===== src/rtl/pwm_sub.sv =====
// pwm_sub: 4-channel PWM compare stage against an external timer count, with register bus.
// Define PWM_SHADOW_UPDATE_EN for wrap-synchronised double-buffered duty updates.
module pwm_sub (
    input  logic        clk_in,
    input  logic        reset,
    input  logic [31:0] d_in,
    input  logic [2:0]  addr,
    input  logic        ld,
    input  logic        oe,
    output logic [31:0] d_out,
    input  logic [31:0] count,
    output logic        pwm_a,
    output logic        pwm_b,
    output logic        pwm_c,
    output logic        pwm_d
);
`ifdef PWM_SHADOW_UPDATE_EN
    localparam bit SHADOW = 1'b1;
`else
    localparam bit SHADOW = 1'b0;
`endif
    logic [31:0] shadow_q [4];
    logic [31:0] shadow_d [4];
    logic [31:0] active_q [4];
    logic [31:0] active_d [4];
    logic [31:0] count_q;
    logic [31:0] rd;
    logic [7:0]  ctrl_q, ctrl_d;
    logic [3:0]  pend_q, pend_d, out_q, out_d;
    logic        wrap;
    always_comb begin
        wrap   = count < count_q;
        ctrl_d = (ld && addr == 3'd4) ? d_in[7:0] : ctrl_q;
        for (int n = 0; n < 4; n++) begin
            shadow_d[n] = (ld && addr == 3'(n)) ? d_in : shadow_q[n];
            // a write coinciding with wrap promotes the pre-write shadow and stays pending
            active_d[n] = SHADOW ? ((wrap && pend_q[n]) ? shadow_q[n] : active_q[n]) : shadow_d[n];
            pend_d[n]   = SHADOW & ((ld && addr == 3'(n)) | (pend_q[n] & ~wrap));
            out_d[n]    = (ctrl_d[n] & (count < active_d[n])) ^ ctrl_d[n+4];
        end
    end
    always_ff @(posedge clk_in) begin
        if (reset) begin
            for (int n = 0; n < 4; n++) begin
                shadow_q[n] <= '0;
                active_q[n] <= '0;
            end
            count_q <= '0;
            ctrl_q  <= '0;
            pend_q  <= '0;
            out_q   <= '0;
        end else begin
            for (int n = 0; n < 4; n++) begin
                shadow_q[n] <= shadow_d[n];
                active_q[n] <= active_d[n];
            end
            count_q <= count;
            ctrl_q  <= ctrl_d;
            pend_q  <= pend_d;
            out_q   <= out_d;
        end
    end
    always_comb begin
        rd = !addr[2]          ? shadow_q[addr[1:0]] :
             addr[1:0] == 2'd0 ? {24'h0, ctrl_q} :
             addr[1:0] == 2'd1 ? {28'h0, out_q} :
             addr[1:0] == 2'd2 ? {28'h0, pend_q} : 32'h0;
        d_out = oe ? rd : 32'h0;
    end
    assign pwm_a = out_q[0];
    assign pwm_b = out_q[1];
    assign pwm_c = out_q[2];
    assign pwm_d = out_q[3];
endmodule


===== config.mk =====
export PLATFORM = sky130hd
export DESIGN_NAME = pwm_sub
export DESIGN_NICKNAME = d
export VERILOG_FILES = /design/src/rtl/pwm_sub.sv
export SDC_FILE = /design/constraint.sdc
export NUM_CORES = 1
export LEC_CHECK = 0
export ABC_AREA = 1
export BUFFER_PORTS_ARGS = -buffer_cell sky130_fd_sc_hd__buf_4
export CORE_MARGIN = 1
export CORE_UTILIZATION = 49
export DETAILED_ROUTE_END_ITERATION = 10
export PLACE_DENSITY_LB_ADDON = 0.05
export SLEW_MARGIN = 20
export SYNTH_ARGS = -nofsm -noshare
export SYNTH_HDL_FRONTEND = slang
export SYNTH_SLANG_ARGS = --single-unit

===== constraint.sdc =====
create_clock -name clk_in -period 2.9 [get_ports clk_in]
set_input_delay 0.29 -clock clk_in [delete_from_list [all_inputs] [get_ports clk_in]]
set_output_delay 0.29 -clock clk_in [all_outputs]
set_load 0.01 [all_outputs]

==> results of run 1 <==
-- synth_stat cells (11+ instances only) --
cell / n / area share
ha_1: 124 / 0.18
dfxtp_1: 140 / 0.32
inv_1: 108 / 0.047
clkbuf_1: 38 / 0.016
nand3_1: 18 / 0.010
nand4_1: 11 / 0.0079
nor2_1: 192 / 0.083
mux2i_1: 50 / 0.058
nand2_1: 200 / 0.086
a221oi_1: 28 / 0.028
o21ai_0: 78 / 0.045
o22ai_1: 24 / 0.017
a21oi_1: 72 / 0.041
-- layout by cell type (no fill, tap or decap), types with 5 or more instances in the layout --
cell	synthesis	routed
nand4_1	11	11
ha_1	124	124
nand2_1	200	198
o22ai_1	24	24
a22oi_1	8	8
buf_4	2	129
nor3_1	8	8
buf_12	0	5
mux2i_1	50	50
o21ai_0	78	78
inv_1	108	108
a21oi_1	72	72
nand3_1	18	18
a221oi_1	28	28
nor2_4	3	5
nor2_1	192	190
dfxtp_1	140	140
a211oi_1	7	7
nor4_1	6	6
clkbuf_16	0	17
-- layer usage --
metal	up-vias	share of wire
met4	0	0.013
met3	21	0.048
met1	3817	0.48
met5	-	0
met2	208	0.46
li1	4139	-
-- layout make-up --
type | instances | area, um^2 | share of cell area
Multi-Input combinational cell | 853 | 5280 | 0.504
Sequential cell | 140 | 2800 | 0.268
Clock inverter | 10 | 136 | 0.0130
Timing Repair Buffer | 134 | 1070 | 0.102
Tap cell | 225 | 282 | 0.0269
Clock buffer | 22 | 484 | 0.0463
Inverter | 110 | 414 | 0.0396
-- through the flow --
step	hold slack, ns	std cells	total power [W]	setup TNS [ns]	setup WS (ns)
2_1_floorplan	0.453	1154	0.00258	0	0.424
3_3_place_gp	0.495	1462	0.00291	-0.0267	-0.0267
3_5_place_dp	0.498	1462	0.00292	-0.0247	-0.0247
4_1_cts	0.154	1494	0.00521	0	0.413
5_1_grt	0.157	1494	0.00542	0	0.245
6_report	0.165	1494	0.00519	0	0.362
-- flip-flops by register name, indices dropped and copies added (netlist names) --
register  cells
ctrl_q        8
shadow_q    128
out_q         4
-- cell families (layout without fill, tap and decap cells) --
logic type      Yosys count  count (layout)  share of synthesized area
mux                      50              50                     0.0576
buf+inv                 161             276                     0.0717
flops                   140             140                      0.323
simple gates            443             443                      0.205
compound gates          236             236                      0.164
fa+ha+maj               124             124                      0.179
-- how the worst max path moves through the flow --
stage,start,to,slack [ns],depth (start not counted)
floorplan,addr[2],out_q[1],0.42,14
global placement,addr[2],out_q[1],-0.03,16
detailed placement,addr[2],out_q[1],-0.02,16
CTS,addr[2],out_q[1],0.41,16
global route,ld,out_q[1],0.24,17
finish,addr[2],out_q[1],0.36,16
-- power by group --
group / switching (W) / internal (W) / leakage, nW
Sequential: 0.0000230 / 0.00198 / 1.14
Combinational: 0.000532 / 0.000349 / 3.72
Clock: 0.000860 / 0.00144 / 0.299
Total: 0.00141 / 0.00377 / 5.16
-- tightest hold or removal path, stage by stage --
cell     delay [ns]
buf_4          0.10
mux2i_1        0.09
nor2_1         0.08
==> reports/results.ini, run 1 <==
[worst_setup_path]
cp.arrival_ns = 2.87
rr_worst_depth = 14
max_stage_delay_ns = 0.43
reg2reg_from = shadow_q[2][31]
startpoint_type = input pin
r2r_slack_ns = 0.72
cp.required_ns = 3.23
path_buf_inv = 4
r2r-end = out_q[2]
slowest_stage = nor4_1
crit_path_max_fanout = 18
crit_top_cell = nand2_1
worst-setup-path-type = input pin to register
endpoint_kind = register
crit_family = simple AND/OR/NAND/NOR gates
crit_chain = buf_4 > nor2_4 > buf_4 > nand2_2 > buf_12 > mux2i_1 > ha_1 > nand2_1 > nor2_1 > nand4_1 > nor4_1 > nand2_1 > nand2_1 > nand2_1 > nand2_1 > inv_1

[power]
powerDensity_mw_per_mm2 = 496
p_leak_nw = 5.16
vdd_drop_max_v = 0.000452

[drt]
drtAntennaViolNets = 0
drc = 0
drtIter0Drc = 499
via_per_inst = 5.48
num_vias = 8185
wl_um = 25200
wl_per_cell_um = 16.9
drt_first_pass_iters = 5

[clock_tree]
root_buffer = clkbuf_16
clk_pin_slew_worst_paths_ns = 0.06
cts_resized = 0
hold_buffers = 0
clockBufferDepth = 2
cts_inserted_buffers = 17
clock_sinks = 140
clock_latency_ns = 0.43
cts_tree = done
htreeDepth = 4
postCtsSetupBuffers = 0

[sta]
fmax_ghz = 0.394
skew_ns = 0.00754
fin_crit_ns = 2.54
rsz0062_at_grt = no
final_hold_viol_count = 0
drv_slew = 0
slew-limit-headroom = 0.623
finalCritPeriodShare = 0.875
worstMarginPinSlew_ns = 0.565
setup_viol = 0

[yosys]
synth_flop_cell = dfxtp_1
syn_area_mm2 = 0.00868
synthesis.nets = 1349
ys_ff_latch = 140
synthArstFlopShare = 0
yosys_warnings = 0
synthCells = 1154
seq_area_frac_synth = 0.323
synth_edf_count = 0
ys_types = 34
avgSynthCellArea_um2 = 7.53

[min_path]
hold_start = d_in[18]
hold_end = shadow_q[1][18]
hold_path.class = input pin to register
hold_path_depth = 3

[global_route]
use_met3 = 0.0423
grt_start_max_net_pins = 74
track_usage = 0.287
gr-total-overflow = 0
grt_pass1_wl_um = 40600
gr-usage-met1 = 0.391
use_met2 = 0.472
antenna_found_initial = 0
top_usage_layer = met2
grt_pass1_vias = 7911

[final_layout]
final.fill_count = 1627
fin_util = 0.605
fin_area_mm2 = 0.0105
antenna_cells = 0
syn_to_final_growth_pct = 20.5
nets = 1451
drive_above_1_share = 0.143

[die]
num_io_pins = 107
num_rows = 48
fp.dieH_um = 135
fp.dieArea_mm2 = 0.0183
core_area_mm2 = 0.0173
initial_core_util = 0.502
fp.dieW_um = 135

[status]
status = finished clean

[placement]
portBuffers = 106
place_hpwl_um = 18300
place_congestion = 0.866
place_area_mm2 = 0.00985

[flow_run]
drv_cap = 0

Power figures use the tool's default switching activity.
==> inputs of run 2 (changes only) <==
- CELL_PAD_IN_SITES_DETAIL_PLACEMENT: unset -> 0
- CELL_PAD_IN_SITES_GLOBAL_PLACEMENT: unset -> 2
- CORE_UTILIZATION: 49 -> 34
==> run 2 against run 1 <==
Effect of this change: core utilization fell by 18 points; combinational power rose by 2%; cell area increased by 1.1%; routed wire length grew 13%; register-to-register slack better by 0.05 ns; highest routed layer unchanged; die area grew 43%; critical path type unchanged; first-iteration DRC count shrank 23%.
==> reports/results.ini, run 2 (synthesis results as in run 1) <==
[status]
status = finished clean  ; unchanged

[sta]
fin_crit_ns = 2.43  ; was 2.54 ns
skew_ns = 0.0124  ; was 0.00754 ns
slew-limit-headroom = 0.340  ; was 0.623
setup_viol = 0  ; unchanged
final_hold_viol_count = 0  ; unchanged
worstMarginPinSlew_ns = 0.989  ; was 0.565 ns
finalCritPeriodShare = 0.836  ; was 0.875
fmax_ghz = 0.412  ; was 0.394 GHz
setup_tns_ns = 0  ; unchanged
whs_ns = 0.167  ; was 0.165 ns
drv_slew = 0  ; unchanged
rsz0062_at_grt = no  ; unchanged

[die]
num_io_pins = 107  ; unchanged
core_area_mm2 = 0.0251  ; was 0.0173 mm^2
fp.dieW_um = 162  ; was 135 um
fp.dieArea_mm2 = 0.0262  ; was 0.0183 mm^2
fp.dieH_um = 162  ; was 135 um
num_rows = 58  ; was 48
initial_core_util = 0.346  ; was 0.502

[global_route]
antenna_found_initial = 0  ; unchanged
grt_start_max_net_pins = 48  ; was 74
grt_pass1_vias = 7730  ; was 7911
top_usage_layer = met2  ; unchanged
use_met3 = 0.0291  ; was 0.0423
track_usage = 0.222  ; was 0.287
gr-usage-met1 = 0.305  ; was 0.391
gr-total-overflow = 0  ; unchanged
grt_pass1_wl_um = 44500  ; was 40600 um
use_met2 = 0.364  ; was 0.472

[clock_tree]
htreeDepth = 4  ; unchanged
hold_buffers = 0  ; unchanged
root_buffer = clkbuf_16  ; unchanged
cts_resized = 0  ; unchanged
clock_latency_ns = 0.42  ; was 0.43 ns
clk_pin_slew_worst_paths_ns = 0.06  ; about the same
clock_sinks = 140  ; unchanged
cts_inserted_buffers = 17  ; unchanged
cts_tree = done  ; unchanged
clockBufferDepth = 2  ; unchanged
postCtsSetupBuffers = 0  ; unchanged

[drt]
num_vias = 7975  ; was 8185
drtIter0Drc = 385  ; was 499
drc = 0  ; unchanged
wl_um = 28400  ; was 25200 um
via_per_inst = 4.97  ; was 5.48
drtAntennaViolNets = 0  ; unchanged
wl_per_cell_um = 17.7  ; was 16.9 um
drt_first_pass_iters = 5  ; unchanged

[worst_setup_path]
crit_top_cell = nand2_1  ; unchanged
startpoint_type = input pin  ; unchanged
slowest_stage = nor4_1  ; unchanged
max_stage_delay_ns = 0.38  ; was 0.43 ns
cp.required_ns = 3.21  ; was 3.23 ns
path_buf_inv = 5  ; was 4
cp.arrival_ns = 2.74  ; was 2.87 ns
crit_path_max_fanout = 16  ; was 18
worst-setup-path-type = input pin to register  ; unchanged
crit_chain = buf_4 > inv_1 > nor2_4 > buf_4 > nand2_2 > buf_12 > mux2i_1 > ha_1 > nand2_1 > nor2_1 > nand4_1 > nor4_1 > nand2_1 > nand2_1 > nand2_1 > nand2_1 > inv_1  ; was buf_4 > nor2_4 > buf_4 > nand2_2 > buf_12 > mux2i_1 > ha_1 > nand2_1 > nor2_1 > nand4_1 > nor4_1 > nand2_1 > nand2_1 > nand2_1 > nand2_1 > inv_1
endpoint_kind = register  ; unchanged
crit_family = simple AND/OR/NAND/NOR gates  ; unchanged

[placement]
place_congestion = 0.804  ; was 0.866
place_hpwl_um = 21100  ; was 18300 um
portBuffers = 106  ; unchanged

[final_layout]
mostFrequentLayoutCells = 198 x nand2_1, 190 x nor2_1, 140 x dfxtp_1, 133 x buf_4, 124 x ha_1  ; was 198 x nand2_1, 190 x nor2_1, 140 x dfxtp_1, 129 x buf_4, 124 x ha_1
top_register = shadow_q  ; unchanged
mostFrequentLayoutCell = nand2_1  ; unchanged
fin_util = 0.422  ; was 0.605
largest_reg_flops = 128  ; unchanged
nets = 1456  ; was 1451
drive_above_1_share = 0.147  ; was 0.143
antenna_cells = 0  ; unchanged
final.fill_count = 2658  ; was 1627
syn_to_final_growth_pct = 21.9  ; was 20.5%
biggestRegsByFlops = shadow_q: 128 flops, ctrl_q: 8 flops, out_q: 4 flops  ; unchanged

[power]
powerDensity_mw_per_mm2 = 475  ; was 496 mW/mm^2
p_total_w = 0.00503  ; was 0.00519 W
p_leak_nw = 5.14  ; was 5.16 nW
vdd_drop_max_v = 0.000311  ; was 0.000452 V

[flow_run]
drv_cap = 0  ; unchanged

[min_path]
hold_path.class = input pin to register  ; unchanged

[run 2: cell count changes in the layout (fill, tap and decap cells not counted), sizes merged]
| cell | change |
|---|---|
| inv | +1 |
| clkbuf | -4 |
| clkinv | +1 |
| buf | +5 |
| bufinv | -2 |
| clkinvlp | +4 |
[run 2: cell type report]
class	instances	area (um^2)	area share
Multi-Input combinational cell	853	5280	0.499
Inverter	110	414	0.0391
Clock inverter	14	120	0.0113
Tap cell	330	413	0.0390
Sequential cell	140	2800	0.265
Timing Repair Buffer	139	1120	0.106
Clock buffer	18	439	0.0415
[run 2: stage by stage]
| step | instance area, um^2 | cells | worst slack (ns) |
|---|---|---|---|
| detailed placement | 10000 | 1572 | 0.0465 |
| global placement | 10000 | 1572 | -0.00629 |
| CTS | 10600 | 1604 | 0.484 |
| finish | 10600 | 1604 | 0.475 |
| floorplan | 8680 | 1154 | 0.424 |
| global route | 10600 | 1604 | 0.273 |
[run 2: worst paths after layout]
kind	endpoint	depth (start not counted)	slack, ns	start
min reg2reg	shadow_q[1][7]	2	0.52	shadow_q[1][7]
max	out_q[1]	17	0.47	ld
max reg2reg	out_q[3]	14	0.77	shadow_q[3][31]
min	shadow_q[1][29]	3	0.17	d_in[29]
[run 2: tightest hold or removal path, stage by stage]
cell,delay (ns)
buf_4,0.10
mux2i_1,0.08
nor2_1,0.08
[run 2: per-layer routing]
| metal | up-vias | part of all wire |
|---|---|---|
| met5 | - | 0 |
| met4 | 0 | 0.013 |
| met3 | 24 | 0.032 |
| met2 | 130 | 0.46 |
| met1 | 3675 | 0.49 |
| li1 | 4146 | - |
[run 2: power by group]
part           total [W]  internal, W  leakage [nW]  switching [W]
logic           0.000900     0.000351          3.75       0.000548
clock network    0.00213      0.00120         0.257       0.000925
registers        0.00200      0.00198          1.14      0.0000229
total            0.00503      0.00353          5.14        0.00150
==> inputs of run 3 (changes only) <==
- clock period: 2.9 -> 2.25 ns (I/O delays scaled with it)
==> run 3 against run 2 <==
Effect of this change: the run now ends with negative setup slack left; count of clock-buffer cells in the layout grew 2; via count grew 6.3%; first-iteration DRC count grew 18%; clock skew shrank 0.0052 ns; clock power grew 37%; critical path depth grew 1; worst hold slack lost 0.075 ns; critical endpoint is now out_q[0]; routed wire length grew 4.2%; global-route usage grew 0.96 points; worst setup slack lost 0.49 ns; core utilization grew 5.1 points; cell count grew 8.1%.
==> reports/results.ini, run 3 (synthesis results as in run 1) <==
[status]
status = finished, violations left  ; was finished clean
violations = negative setup slack

[sta]
layout_setup_ws_ns = -0.0143  ; was 0.475 ns
fmax_ghz = 0.442
skew_ns = 0.00719  ; was 0.0124 ns
rsz0062_at_grt = yes  ; was no
worstMarginPinSlew_ns = 0.566  ; was 0.989 ns
finalCritPeriodShare = 1.01
drv_slew = 0  ; unchanged
slew-limit-headroom = 0.622  ; was 0.340
final_hold_viol_count = 0  ; unchanged
setup_viol = 1  ; was 0
whs_ns = 0.0918  ; was 0.167 ns
fin_crit_ns = 2.26

[drt]
wl_per_cell_um = 17.1  ; was 17.7 um
wl_um = 29600  ; was 28400 um
drtAntennaViolNets = 0  ; unchanged
drc = 0  ; unchanged
drt_first_pass_iters = 5  ; unchanged
num_vias = 8478  ; was 7975
drtIter0Drc = 456  ; was 385
via_per_inst = 4.89  ; was 4.97

[flow_run]
drv_cap = 0  ; unchanged

[worst_setup_path]
startpoint_type = input pin  ; unchanged
crit_path_max_fanout = 8  ; was 16
reg2reg_from = shadow_q[3][31]  ; unchanged
r2r_slack_ns = 0.11  ; was 0.77 ns
rr_worst_depth = 14  ; unchanged
r2r-end = out_q[3]  ; unchanged
endpoint_kind = register  ; unchanged
cp.required_ns = 2.58  ; was 3.21 ns
worst-setup-path-type = input pin to register  ; unchanged
cp.arrival_ns = 2.59  ; was 2.74 ns

[clock_tree]
hold_buffers = 0  ; unchanged
htreeDepth = 4  ; unchanged
clock_latency_ns = 0.43  ; was 0.42 ns
cts_tree = done  ; unchanged
clk_pin_slew_worst_paths_ns = 0.07  ; was 0.06 ns
root_buffer = clkbuf_16  ; unchanged
cts_inserted_buffers = 17  ; unchanged
clock_sinks = 140  ; unchanged
clockBufferDepth = 2  ; unchanged

[min_path]
hold_path_depth = 3  ; unchanged
hold_end = shadow_q[0][9]  ; was shadow_q[1][29]
hold_start = d_in[9]  ; was d_in[29]
hold_path.class = input pin to register  ; unchanged

[die]
fp.dieW_um = 162  ; unchanged
core_area_mm2 = 0.0251  ; unchanged
fp.dieH_um = 162  ; unchanged
num_rows = 58  ; unchanged
fp.dieArea_mm2 = 0.0262  ; unchanged
initial_core_util = 0.346  ; unchanged
num_io_pins = 107  ; unchanged

[power]
vdd_drop_max_v = 0.000303  ; was 0.000311 V
powerDensity_mw_per_mm2 = 579  ; was 475 mW/mm^2
p_leak_nw = 5.72  ; was 5.14 nW

[placement]
place_area_mm2 = 0.0109  ; was 0.0100 mm^2
portBuffers = 106  ; unchanged
place_congestion = 0.794  ; was 0.804
place_ws_ns = -0.574  ; was 0.0465 ns
place_hpwl_um = 21800  ; was 21100 um

[final_layout]
largest_reg_flops = 128  ; unchanged
syn_to_final_growth_pct = 36.6  ; was 21.9%
nets = 1586  ; was 1456
drive_above_1_share = 0.246  ; was 0.147
top_register = shadow_q  ; unchanged
final.fill_count = 2582  ; was 2658
fin_area_mm2 = 0.0119  ; was 0.0106 mm^2
antenna_cells = 0  ; unchanged
mostFrequentLayoutCell = buf_4  ; was nand2_1
biggestRegsByFlops = shadow_q: 128 flops, ctrl_q: 8 flops, out_q: 4 flops  ; unchanged
regArea_mm2 = 0.00280  ; unchanged
multi_input_area_mm2 = 0.00547  ; was 0.00528 mm^2
mostFrequentLayoutCells = 251 x buf_4, 196 x nand2_1, 189 x nor2_1, 140 x dfxtp_1, 122 x ha_1  ; was 198 x nand2_1, 190 x nor2_1, 140 x dfxtp_1, 133 x buf_4, 124 x ha_1

[global_route]
grt_start_max_net_pins = 39  ; was 48
track_usage = 0.232  ; was 0.222
grt_pass1_vias = 8201  ; was 7730
grt_pass1_wl_um = 46300  ; was 44500 um
gr-total-overflow = 0  ; unchanged
antenna_found_initial = 1  ; was 0

run 3: cell types whose count changed in the layout (fill, tap and decap cells not counted), sizes merged:
cell and change:
buf +130, bufinv +1, clkbuf +2, clkinv -1, clkinvlp -2
run 3: layer usage:
metal	part of all wire	vias up	track usage
met2	0.45	151	0.373
met3	0.035	21	0.0317
met1	0.50	3905	0.325
met5	0.00044	-	0
met4	0.0097	2	0.0570
li1	-	4399	-
run 3: area by class of cell:
cell class              count  share of cell area
clock buffers              20              0.0385
clock inverters            12              0.0116
inverters                 110              0.0349
multi-input cells         853               0.461
flip-flops and latches    140               0.236
well taps                 330              0.0348
repair buffers            269               0.183
run 3: what timing repair did:
action | CTS | global route
gates resized for setup | 12 | 44
pin swaps | 1 | 17
gates cloned | 0 | 0
setup endpoints to repair | 8 | 4
buffers inserted | 0 | 19
run 3: metrics by stage:
stage               std cells  total power [W]  utilization  TNS [ns]
floorplan                1154          0.00333            -   -0.0217
global placement         1683          0.00395        0.433     -2.41
detailed placement       1683          0.00395        0.433     -2.27
CTS                      1715          0.00688        0.458   -0.0108
global route             1734          0.00723        0.473    -0.426
finish                   1734          0.00686        0.473   -0.0143
run 3: how the worst max path moves through the flow:
stage	from	end	slack, ns	cells past startpoint
2_1_floorplan	addr[2]	out_q[3]	-0.02	15
3_3_place_gp	ld	out_q[1]	-0.56	15
3_5_place_dp	ld	out_q[1]	-0.57	15
4_1_cts	ld	out_q[1]	-0.01	15
5_1_grt	addr[1]	out_q[0]	-0.16	18
6_report	addr[1]	out_q[0]	-0.01	18
run 3: where the power goes:
part | switching, W | total (W) | internal (W)
sequential | 0.0000322 | 0.00259 | 0.00255
clock | 0.00122 | 0.00292 | 0.00170
combinational | 0.000759 | 0.00136 | 0.000604
total | 0.00201 | 0.00686 | 0.00486
run 3: critical path, cell delays in order:
cell and delay [ns]:
buf_6 0.10, buf_6 0.11, buf_6 0.12, nor2_4 0.11
nand2_4 0.08, buf_12 0.15, buf_12 0.15, buf_4 0.14
mux2i_4 0.18, ha_1 0.29, nand2_2 0.07, inv_1 0.04
nand4_1 0.21, a21oi_2 0.08, nor4_4 0.32, nand3_1 0.11
nand2_1 0.07, inv_1 0.03
